<file path="src/rtl/alu_pkg.sv">
`default_nettype none
// ============================================================================
//  Module      : alu_pkg
//  Description : Shared opcode/state encodings and defaults for alu_seq.
//  Revision    : 1.0 - initial release
// ============================================================================
package alu_pkg;

    localparam int XLEN_DEFAULT = 32;
    localparam int OP_W_DEFAULT = 5;
    localparam int ALU_NUM_OPS  = 24;

    typedef enum logic [4:0] {
        OP_ADD    = 5'd0,
        OP_SUB    = 5'd1,
        OP_SLL    = 5'd2,
        OP_SRL    = 5'd3,
        OP_SRA    = 5'd4,
        OP_SLT    = 5'd5,
        OP_SLTU   = 5'd6,
        OP_XOR    = 5'd7,
        OP_OR     = 5'd8,
        OP_AND    = 5'd9,
        OP_BEQ    = 5'd10,
        OP_BNE    = 5'd11,
        OP_BLT    = 5'd12,
        OP_BGE    = 5'd13,
        OP_BLTU   = 5'd14,
        OP_BGEU   = 5'd15,
        OP_MUL    = 5'd16,
        OP_MULH   = 5'd17,
        OP_MULHSU = 5'd18,
        OP_MULHU  = 5'd19,
        OP_DIV    = 5'd20,
        OP_DIVU   = 5'd21,
        OP_REM    = 5'd22,
        OP_REMU   = 5'd23
    } alu_op_e;

    typedef enum logic [1:0] {
        ST_IDLE = 2'd0,
        ST_CALC = 2'd1,
        ST_DONE = 2'd2
    } alu_state_e;

endpackage
`default_nettype wire

</file>
<file path="src/rtl/muldiv_iter.sv">
`default_nettype none
// ============================================================================
//  Module      : muldiv_iter
//  Description : Radix-2 unsigned shift-add multiplier / restoring divider.
//  Revision    : 1.0 - initial release
// ============================================================================
module muldiv_iter
    import alu_pkg::*;
#(
    parameter int XLEN = XLEN_DEFAULT
) (
    input  logic            clk,
    input  logic            rst_n,
    input  logic            i_start,
    input  logic            i_abort,
    input  logic            i_is_div,
    input  logic [XLEN-1:0] i_op_a,
    input  logic [XLEN-1:0] i_op_b,
    output logic            o_done,
    output logic [XLEN-1:0] o_hi,
    output logic [XLEN-1:0] o_lo
);

    localparam int                 c_cnt_w = $clog2(XLEN) + 1;
    localparam logic [c_cnt_w-1:0] c_last  = c_cnt_w'(XLEN - 1);

    logic               r_busy;
    logic               r_is_div;
    logic [c_cnt_w-1:0] r_cnt;
    logic [XLEN-1:0]    r_hi;
    logic [XLEN-1:0]    r_lo;
    logic [XLEN-1:0]    r_m;

    logic [XLEN:0]      w_sum;
    logic [XLEN:0]      w_shift;
    logic [XLEN:0]      w_diff;
    logic [XLEN-1:0]    w_hi_nxt;
    logic [XLEN-1:0]    w_lo_nxt;

    // Mul: {hi,lo} shifts right with hi accumulating. Div: {rem,quot} shifts left.
    always_comb begin
        w_sum    = {1'b0, r_hi} + (r_lo[0] ? {1'b0, r_m} : {(XLEN+1){1'b0}});
        w_shift  = {r_hi, r_lo[XLEN-1]};
        w_diff   = w_shift - {1'b0, r_m};
        w_hi_nxt = w_sum[XLEN:1];
        w_lo_nxt = {w_sum[0], r_lo[XLEN-1:1]};
        if (r_is_div) begin
            if (!w_diff[XLEN]) begin
                w_hi_nxt = w_diff[XLEN-1:0];
                w_lo_nxt = {r_lo[XLEN-2:0], 1'b1};
            end else begin
                w_hi_nxt = w_shift[XLEN-1:0];
                w_lo_nxt = {r_lo[XLEN-2:0], 1'b0};
            end
        end
    end

    always_ff @(posedge clk or negedge rst_n) begin
        if (!rst_n) begin
            r_busy   <= 1'b0;
            r_is_div <= 1'b0;
            r_cnt    <= '0;
            r_hi     <= '0;
            r_lo     <= '0;
            r_m      <= '0;
        end else if (i_abort) begin
            r_busy <= 1'b0;
            r_cnt  <= '0;
        end else if (i_start) begin
            r_busy   <= 1'b1;
            r_cnt    <= '0;
            r_is_div <= i_is_div;
            r_hi     <= '0;
            r_lo     <= i_is_div ? i_op_a : i_op_b;
            r_m      <= i_is_div ? i_op_b : i_op_a;
        end else if (r_busy) begin
            r_hi <= w_hi_nxt;
            r_lo <= w_lo_nxt;
            if (r_cnt == c_last) begin
                r_busy <= 1'b0;
                r_cnt  <= '0;
            end else begin
                r_cnt <= r_cnt + 1'b1;
            end
        end
    end

    // Final iteration result is presented combinationally so the caller can
    // register it on the same edge the last step would have been stored.
    assign o_done = r_busy && (r_cnt == c_last);
    assign o_hi   = w_hi_nxt;
    assign o_lo   = w_lo_nxt;

endmodule
`default_nettype wire

</file>
<file path="src/rtl/alu_seq.sv">
`default_nettype none
// ============================================================================
//  Module      : alu_seq
//  Description : Sequential RV32IM-style ALU with valid/ready handshakes.
//  Revision    : 1.0 - initial release
// ============================================================================
module alu_seq
    import alu_pkg::*;
#(
    parameter int XLEN = XLEN_DEFAULT,
    parameter int OP_W = OP_W_DEFAULT
) (
    input  logic            clk_i,
    input  logic            rst_ni,
    input  logic            valid_i,
    output logic            ready_o,
    input  logic [OP_W-1:0] op_i,
    input  logic [XLEN-1:0] src1_i,
    input  logic [XLEN-1:0] src2_i,
    input  logic            kill_i,
    output logic            valid_o,
    input  logic            ready_i,
    output logic [XLEN-1:0] result_o,
    output logic            branch_feedback_o
);

    localparam int c_sh_w  = $clog2(XLEN);
    localparam int c_op_xw = (OP_W > 5) ? OP_W : 5;

    alu_state_e        r_state;
    alu_state_e        w_state_nxt;
    alu_op_e           r_op;
    logic              r_neg;

    logic [c_op_xw-1:0] w_op_x;
    alu_op_e            w_op;
    logic               w_op_known;
    logic               w_is_md;
    logic               w_is_div;
    logic               w_accept;
    logic               w_start;
    logic               w_signed_a;
    logic               w_signed_b;
    logic               w_neg_a;
    logic               w_neg_b;
    logic               w_neg_res;
    logic [XLEN-1:0]    w_mag_a;
    logic [XLEN-1:0]    w_mag_b;
    logic               w_div_zero;
    logic               w_ovf;
    logic               w_bypass;
    logic [c_sh_w-1:0]  w_shamt;
    logic [XLEN-1:0]    w_res;
    logic               w_br;
    logic               w_md_done;
    logic [XLEN-1:0]    w_md_hi;
    logic [XLEN-1:0]    w_md_lo;
    logic [2*XLEN-1:0]  w_prod_c;
    logic [XLEN-1:0]    w_fin;

    assign w_op_x     = c_op_xw'(op_i);
    assign w_op_known = (w_op_x < c_op_xw'(ALU_NUM_OPS));
    assign w_op       = alu_op_e'(w_op_x[4:0]);
    assign w_is_md    = w_op_known && w_op_x[4];
    assign w_is_div   = w_is_md && w_op_x[2];

    assign ready_o  = (r_state == ST_IDLE);
    assign valid_o  = (r_state == ST_DONE);
    assign w_accept = valid_i && ready_o && !kill_i;

    // Signed mul/div run on magnitudes; the sign is restored on completion.
    assign w_signed_a = (w_op == OP_MULH) || (w_op == OP_MULHSU) ||
                        (w_op == OP_DIV)  || (w_op == OP_REM);
    assign w_signed_b = (w_op == OP_MULH) || (w_op == OP_DIV) || (w_op == OP_REM);
    assign w_neg_a    = w_signed_a && src1_i[XLEN-1];
    assign w_neg_b    = w_signed_b && src2_i[XLEN-1];
    assign w_mag_a    = w_neg_a ? -src1_i : src1_i;
    assign w_mag_b    = w_neg_b ? -src2_i : src2_i;
    assign w_neg_res  = (w_op == OP_REM) ? w_neg_a : (w_neg_a ^ w_neg_b);

    assign w_div_zero = w_is_div && (src2_i == '0);
    assign w_ovf      = ((w_op == OP_DIV) || (w_op == OP_REM)) &&
                        (src1_i == {1'b1, {(XLEN-1){1'b0}}}) && (&src2_i);
    assign w_bypass   = w_div_zero || w_ovf;
    assign w_start    = w_accept && w_is_md && !w_bypass;
    assign w_shamt    = src2_i[c_sh_w-1:0];

    // Single-cycle results, including the div-by-zero / overflow shortcuts.
    always_comb begin
        w_res = '0;
        w_br  = 1'b0;
        if (w_op_known) begin
            case (w_op)
                OP_ADD:  w_res = src1_i + src2_i;
                OP_SUB:  w_res = src1_i - src2_i;
                OP_SLL:  w_res = src1_i << w_shamt;
                OP_SRL:  w_res = src1_i >> w_shamt;
                OP_SRA:  w_res = $unsigned($signed(src1_i) >>> w_shamt);
                OP_SLT:  w_res = {{(XLEN-1){1'b0}}, $signed(src1_i) < $signed(src2_i)};
                OP_SLTU: w_res = {{(XLEN-1){1'b0}}, src1_i < src2_i};
                OP_XOR:  w_res = src1_i ^ src2_i;
                OP_OR:   w_res = src1_i | src2_i;
                OP_AND:  w_res = src1_i & src2_i;
                OP_BEQ:  w_br  = (src1_i == src2_i);
                OP_BNE:  w_br  = (src1_i != src2_i);
                OP_BLT:  w_br  = ($signed(src1_i) <  $signed(src2_i));
                OP_BGE:  w_br  = ($signed(src1_i) >= $signed(src2_i));
                OP_BLTU: w_br  = (src1_i <  src2_i);
                OP_BGEU: w_br  = (src1_i >= src2_i);
                OP_DIV, OP_DIVU: w_res = w_div_zero ? '1 : src1_i;
                OP_REM, OP_REMU: w_res = w_div_zero ? src1_i : '0;
                default: w_res = '0;
            endcase
        end
    end

    muldiv_iter #(
        .XLEN (XLEN)
    ) u_muldiv (
        .clk      (clk_i),
        .rst_n    (rst_ni),
        .i_start  (w_start),
        .i_abort  (kill_i),
        .i_is_div (w_is_div),
        .i_op_a   (w_mag_a),
        .i_op_b   (w_mag_b),
        .o_done   (w_md_done),
        .o_hi     (w_md_hi),
        .o_lo     (w_md_lo)
    );

    assign w_prod_c = r_neg ? -{w_md_hi, w_md_lo} : {w_md_hi, w_md_lo};

    always_comb begin
        w_fin = '0;
        case (r_op)
            OP_MUL:                       w_fin = w_prod_c[XLEN-1:0];
            OP_MULH, OP_MULHSU, OP_MULHU: w_fin = w_prod_c[2*XLEN-1:XLEN];
            OP_DIV, OP_DIVU:              w_fin = r_neg ? -w_md_lo : w_md_lo;
            OP_REM, OP_REMU:              w_fin = r_neg ? -w_md_hi : w_md_hi;
            default:                      w_fin = '0;
        endcase
    end

    always_comb begin
        w_state_nxt = r_state;
        case (r_state)
            ST_IDLE: if (w_accept) w_state_nxt = w_start ? ST_CALC : ST_DONE;
            ST_CALC: begin
                if (kill_i)         w_state_nxt = ST_IDLE;
                else if (w_md_done) w_state_nxt = ST_DONE;
            end
            // Kill racing a handshake still retires the result exactly once.
            ST_DONE: if (kill_i || ready_i) w_state_nxt = ST_IDLE;
            default: w_state_nxt = ST_IDLE;
        endcase
    end

    always_ff @(posedge clk_i or negedge rst_ni) begin
        if (!rst_ni) begin
            r_state           <= ST_IDLE;
            r_op              <= OP_ADD;
            r_neg             <= 1'b0;
            result_o          <= '0;
            branch_feedback_o <= 1'b0;
        end else begin
            r_state <= w_state_nxt;
            case (r_state)
                ST_IDLE: begin
                    if (w_accept) begin
                        r_op  <= w_op;
                        r_neg <= w_neg_res;
                        if (!w_start) begin
                            result_o          <= w_res;
                            branch_feedback_o <= w_br;
                        end
                    end
                end
                ST_CALC: begin
                    if (kill_i) begin
                        result_o          <= '0;
                        branch_feedback_o <= 1'b0;
                    end else if (w_md_done) begin
                        result_o          <= w_fin;
                        branch_feedback_o <= 1'b0;
                    end
                end
                ST_DONE: begin
                    if (kill_i || ready_i) begin
                        result_o          <= '0;
                        branch_feedback_o <= 1'b0;
                    end
                end
                default: begin
                    result_o          <= '0;
                    branch_feedback_o <= 1'b0;
                end
            endcase
        end
    end

endmodule
`default_nettype wire
</file>
<file path="config.mk">
export PLATFORM = sky130hd
export DESIGN_NAME = alu_seq
export DESIGN_NICKNAME = d
export VERILOG_FILES = /design/src/rtl/alu_pkg.sv /design/src/rtl/muldiv_iter.sv /design/src/rtl/alu_seq.sv
export SDC_FILE = /design/constraint.sdc
export NUM_CORES = 1
export LEC_CHECK = 0
export CAP_MARGIN = 20
export CORE_MARGIN = 8
export CORE_UTILIZATION = 40
export DETAILED_ROUTE_END_ITERATION = 6
export DONT_BUFFER_PORTS = 1
export SYNTH_ARGS = -nofsm -noshare
export SYNTH_HDL_FRONTEND = slang
export SYNTH_SLANG_ARGS = --single-unit
</file>
<file path="constraint.sdc">
create_clock -name clk_i -period 7.35 [get_ports clk_i]
set_clock_uncertainty 0.05 [all_clocks]
set_input_delay 0.735 -clock clk_i [delete_from_list [all_inputs] [get_ports clk_i]]
set_output_delay 0.735 -clock clk_i [all_outputs]
set_load 0.005 [all_outputs]
</file>
; ---- Word-level counts from Yosys, hierarchy flattened
; Index checks and enable logic that the tools add are counted.
; Widths: inputs -> output; s select.
[word_totals]
ff_bits = 145
input_bits = 74
output_inout_bits = 35
word_cells = 161
[classes]
add_sub_neg = 10
order_cmp = 5
n_eq_ne = 39
shifts = 3
n_mux = 50
n_bitwise = 5
n_reduce_logical = 38
[ops]
columns = cell, n
row1 = $mux 32, 22
row2 = $pmux 32 s12, 1
row3 = $neg 32->32, 4
row4 = $pmux 32 s4, 1
row5 = $pmux 32 s3, 1
row6 = $eq 5x5->1 const B, 14
row7 = $ge 32x32->1, 2
row8 = $lt 32x32->1, 2
row9 = $mux 64, 1
row10 = $neg 64->64, 1
row11 = $eq 5x4->1 const B, 8
row12 = $add 32x33->33, 1
row13 = $sub 33x32->33, 1
row14 = $add 32x32->32, 1
row15 = $and 32x32->32, 1
row16 = $eq 32x32->1, 1
row17 = $eq 32x32->1 const B, 1
row18 = $logic_not 32->1, 1
row19 = $ne 32x32->1, 1
row20 = $or 32x32->32, 1
row21 = $reduce_and 32->1, 1
row22 = $shl 32x5->32, 1
row23 = $shr 32x5->32, 1
row24 = $sshr 32x5->32, 1
row25 = 33 further kinds, 80

; ---- Depth between registers and ports, before layout
[logic_depth]
depth_word = 10
depth_mapped = 26
mapped_depth_nobuf = 24

; ---- Cells and area by module
; From an unflattened synthesis, not the netlist that was laid out.
[unflattened]
cells_unflattened = 3424
hier_area_um2 = 24765.0
[modules_own_cells]
columns = mod, n_inst, cells_each, area_each_um2, seq_area_each_um2
row1 = alu_seq, 1, 2255, 15262.1, 1026.0
row2 = muldiv_iter, 1, 1169, 9502.9, 2602.5

; ---- Worst setup path after synthesis
; No wires, ideal clock.
[synth_timing]
path_type = input-to-reg
from = input src2_i[2]
to = register result_o[0]
setup_time_ns = 0.126
t_arrival_ns = 5.514
required_ns = 7.174
path_slack_ns = 1.660
stages = 19
n_path_buf = 4
cell_sequence = clkbuf_1 -> inv_1 -> clkbuf_1 -> buf_1 -> clkbuf_1 -> ha_1 -> nor2b_1 -> o21ai_0 -> a31o_2 -> a21o_1 -> o311ai_1 -> a221o_1 -> a211oi_1 -> or4_1 -> a21oi_1 -> xor2_1 -> o22ai_1 -> a221o_1 -> a221o_1
[synth_between]
elab_chain_cells = 8
elab_cells_between_ends = 21
classes_between = order compare: 2 / eq/ne: 1 / shift: 3 / mux: 7 / reduce/logical: 8
[synth_rtl]
columns = element, line_no
row1 = from (decl), alu_seq.sv:19  ; input logic [XLEN-1:0] src2_i,
row2 = "parallel branches: the longest is 8 deep, another holds $lt 32x32->1", --
row3 = to (signal assigned), alu_seq.sv:174  ; result_o <= w_res;
row4 = to (signal assigned), alu_seq.sv:184  ; result_o <= w_fin;
row5 = to (decl), alu_seq.sv:23  ; output logic [XLEN-1:0] result_o,
; Several ways; the timed one is not identified. The select of a mux whose other input is x is not followed.
; A chain may end at the register's enable or synchronous reset.

; ---- Worst setup path after layout
[layout_timing]
from = register u_muldiv.r_lo[0]
to = register result_o[25]
[layout_between]
elab_chain_cells = 9
elab_cells_between_ends = 14
classes_between = add/sub: 4 / mux: 10
[layout_rtl]
columns = element, line_no
row1 = from (decl), muldiv_iter.sv:31  ; logic [XLEN-1:0] r_lo;
row2 = from (signal assigned), muldiv_iter.sv:74  ; r_lo <= i_is_div ? i_op_a : i_op_b;
row3 = from (signal assigned), muldiv_iter.sv:78  ; r_lo <= w_lo_nxt;
row4 = $mux 32, muldiv_iter.sv:42  ; w_sum = {1'b0, r_hi} + (r_lo[0] ? {1'b0, r_m} : {(XLEN+1){1'b0}});
row5 = $add 32x33->33, muldiv_iter.sv:42
row6 = $mux 32, muldiv_iter.sv:47  ; if (r_is_div) begin
row7 = $neg 64->64 / $neg 32->32 (equally long branches), "alu_seq.sv:132, alu_seq.sv:140"
row8 = $mux 64 / $mux 32 (equally long branches), "alu_seq.sv:132, alu_seq.sv:140"
row9 = $pmux 32 s4 (*), alu_seq.sv:136  ; case (r_op)
row10 = $mux 32 (*), alu_seq.sv:183  ; end else if (w_md_done) begin
row11 = $mux 32 (*), alu_seq.sv:180  ; if (kill_i) begin
row12 = $pmux 32 s3 (*), alu_seq.sv:168  ; case (r_state)
; Every way passes the cells marked *; elsewhere a longest branch is shown, timed or not. The select of a mux whose other input is x is not followed.

==> run metrics <==
Die Area=0.0689 mm²; Pre-Repair DR Iteration Count=7; Top delay family on crit path=simple AND/OR/NAND/NOR gates; Reg-to-Reg End=result_o[25]; floorplan row count=90; Slew headroom=17.4%; peak supply drop=201 µV; Hold Slack=0.101 ns; Root Buffer=clkbuf_16; remaining antenna violation count=0; worst-path fanout max=18; Buffers on Ports=0; CP max stage delay=0.75 ns; fmax=168 MHz; GR Overflow Total=0; most common cell type on the critical path=buf_4; Clock power frac=10.9%; Seq/Total Area, Yosys=14.9%; cell breakdown of the critical path=buf_4, and2_1, ha_1, a21oi_1, nand3_1, a2111oi_0, dlymetal6s2s_1, buf_4, nor3b_1, nor2_1, xor2_1, or3b_2, a31o_1, nor3_1, nand2_1, o311a_1, a41oi_1, o21ai_1; Nets=3502; Setup CP Type=reg -> reg; endpoints failing setup=0; CP required=7.63 ns; vias=28000; Post-synth EDFFs=0; main combinational cell family by area after synthesis=compound AO/OA/AOI/OAI gates; area growth from synthesis to layout=4.84%; Placement Setup Slack=1.17 ns; adder-cell share of the synthesized area=8.93%; MaxCap Viol Count=0; first-pass GRT wire length=173000 µm; flop-to-flop setup slack=1.39 ns; Crit. End Element=register; post-synthesis mux area share=8.07%; Reg2Reg Depth=18; final worst path period share=81.1%; cell area after synthesis=0.0243 mm²; estimated wirelength of the detail-placed design=92500 µm; Starting Density=40.3%; nature of the critical path startpoint=register; most frequent cells in the layout=365 x nand2_1, 321 x nor2_1, 316 x o21ai_0; post-synthesis xor/xnor area fraction=5.16%; Internal=3.57 mW; initial antenna violation count=8; layout cells sized above 1=6.82%; vias per cell=6.91; RSZ-0062 raised after global routing=false; ys async rst share=100%; Yosys reg bits=145; Net Sw Frac=57.6%; final setup TNS=0 ns; CTS tree=built; commonest non-fill, non-tap cell in the layout=nand2_1; DRC violations left=7; Die Y=262 µm; clock latency on the worst-skew pair=0.46 ns; die width=262 µm; combinational share of power=71.8%; Hold Crit Class=in -> async; RR Startpoint=u_muldiv.r_lo[0]; initial drt markers=4220; Switch Pwr=4.85 mW; Crit path arrival time=6.24 ns; Final Hold Fails=0; simple-gate area share of the yosys netlist=22.4%; Avg Synthesized Cell Area=7.09 µm²; CTS Sinks=145; RD Place Congestion=1.06; largest net degree at the start of global routing=146; Top FF cell, synth=dfrtp_1; Warnings, synthesis=0; met3 Use GR=7.46%; Detailed Route WL=118000 µm; Slowest cell on crit path=nor3_1; number of global-route vias before repair=25500; Min Clock Period, post-route=5.96 ns; wire length per cell=29.2 µm; Buf/Inv on CP=3; Seq pwr share=17.3%; Synth Instances=3428; CTS-repair resized insts=0; Slew Limit Fails=0; Post-CTS Setup Bufs=0; Max Root-Sink Buffers=2; GRT busiest layer=met2; CORE AREA=0.0602 mm²; GRT Resource Usage Total=32.5%; Worst Slack Setup Final=1.39 ns; # IOs=109; Inserted Clock Buffers=17; Synth Area in Compound Gates=34.0%; violated checks=design-rule violations; Least-Margin Pin Slew=1.23 ns; met1 Use GR=42.1%; outcome=finished with violations; H-tree depth=4; Power Dens Cells=330 mW/mm²; LEAKAGE=10.4 nW; Reg clk slew, reported paths=0.07 ns; Distinct cells, synth=98; met2 Use GR=50.4%; Post-Synthesis Net Count=3673
[final cells by class]
class	instances	area (µm²)
fill	6289	34800
multi-input combinational	2870	19100
sequential	145	3630
tap	782	978
inverter	161	604
timing repair buffer	62	500
clock buffer	17	425
clock inverter	15	165
antenna	4	10.0
[flip-flops by register name (all words and copies together), names as in the netlist, 2 cells and up]
register / flops
r_state: 2
u_muldiv.r_cnt: 6
r_op: 5
u_muldiv.r_m: 32
result_o: 32
u_muldiv.r_hi: 32
u_muldiv.r_lo: 32
[cell usage after synthesis, drive strengths merged (49+ instances only)]
| cell type | number | share of area [%] |
|---|---|---|
| xor2 | 49 | 1.8 |
| nand2 | 366 | 5.7 |
| o211ai | 82 | 2.5 |
| inv | 157 | 2.4 |
| nor2 | 325 | 5.0 |
| xnor2 | 94 | 3.4 |
| a21o | 49 | 1.5 |
| nor3 | 91 | 1.9 |
| o21ai | 324 | 6.7 |
| mux2i | 81 | 3.3 |
| a31oi | 62 | 1.6 |
| nand3 | 69 | 1.4 |
| and2 | 54 | 1.4 |
| dfrtp | 145 | 15 |
| ha | 167 | 8.6 |
| a21oi | 285 | 5.9 |
| clkbuf | 215 | 3.3 |
[what timing repair did]
item	4_1_cts	5_1_grt
hold buffers	1	0
hold endpoints to repair	145	0
endpoints found under the setup margin	0	0
[per-layer routing]
| metal | up-vias | part of all wire [%] |
|---|---|---|
| met3 | 345 | 11 |
| met4 | 8 | 6.0 |
| met1 | 13400 | 40 |
| met2 | 1827 | 43 |
| met5 | - | 0.048 |
| li1 | 12500 | - |
[cell families (layout without fill, tap and decap cells)]
group	after synthesis	after routing
XOR/XNOR	143	143
adder cells (fa/ha/maj)	171	171
flip-flops	145	145
other	0	4
buffers and inverters	413	255
AO/OA/AOI/OAI	1258	1258
AND/OR/NAND/NOR	1155	1155
multiplexers	143	143
[stage by stage]
stage	util, %	area (µm²)	power (mW)	std cells
6_report	42.3	25500	8.41	4056
4_1_cts	42.2	25400	8.19	4049
5_1_grt	42.3	25500	8.86	4052
3_5_place_dp	41.2	24800	7.23	4016
2_1_floorplan	-	24300	5.38	3428
3_3_place_gp	41.2	24800	7.25	4016
[power by group through the flow]
stage / clock network, mW / registers [mW] / logic (mW)
floorplan: 0 / 1.26 / 4.12
global placement: 0 / 1.46 / 5.79
detailed placement: 0 / 1.46 / 5.77
CTS: 0.926 / 1.45 / 5.82
global route: 0.948 / 1.50 / 6.42
finish: 0.918 / 1.46 / 6.04
[worst max path at each step]
stage,depth (start not counted),endpoint,start,slack [ns]
floorplan,19,result_o[0],src2_i[2],1.66
global placement,17,result_o[25],u_muldiv.r_lo[0],1.11
detailed placement,17,result_o[25],u_muldiv.r_lo[0],1.17
CTS,17,result_o[25],u_muldiv.r_lo[0],1.10
global route,24,result_o[10],u_muldiv.r_lo[31],1.03
finish,18,result_o[25],u_muldiv.r_lo[0],1.39
(Power assumes the default switching activity.)
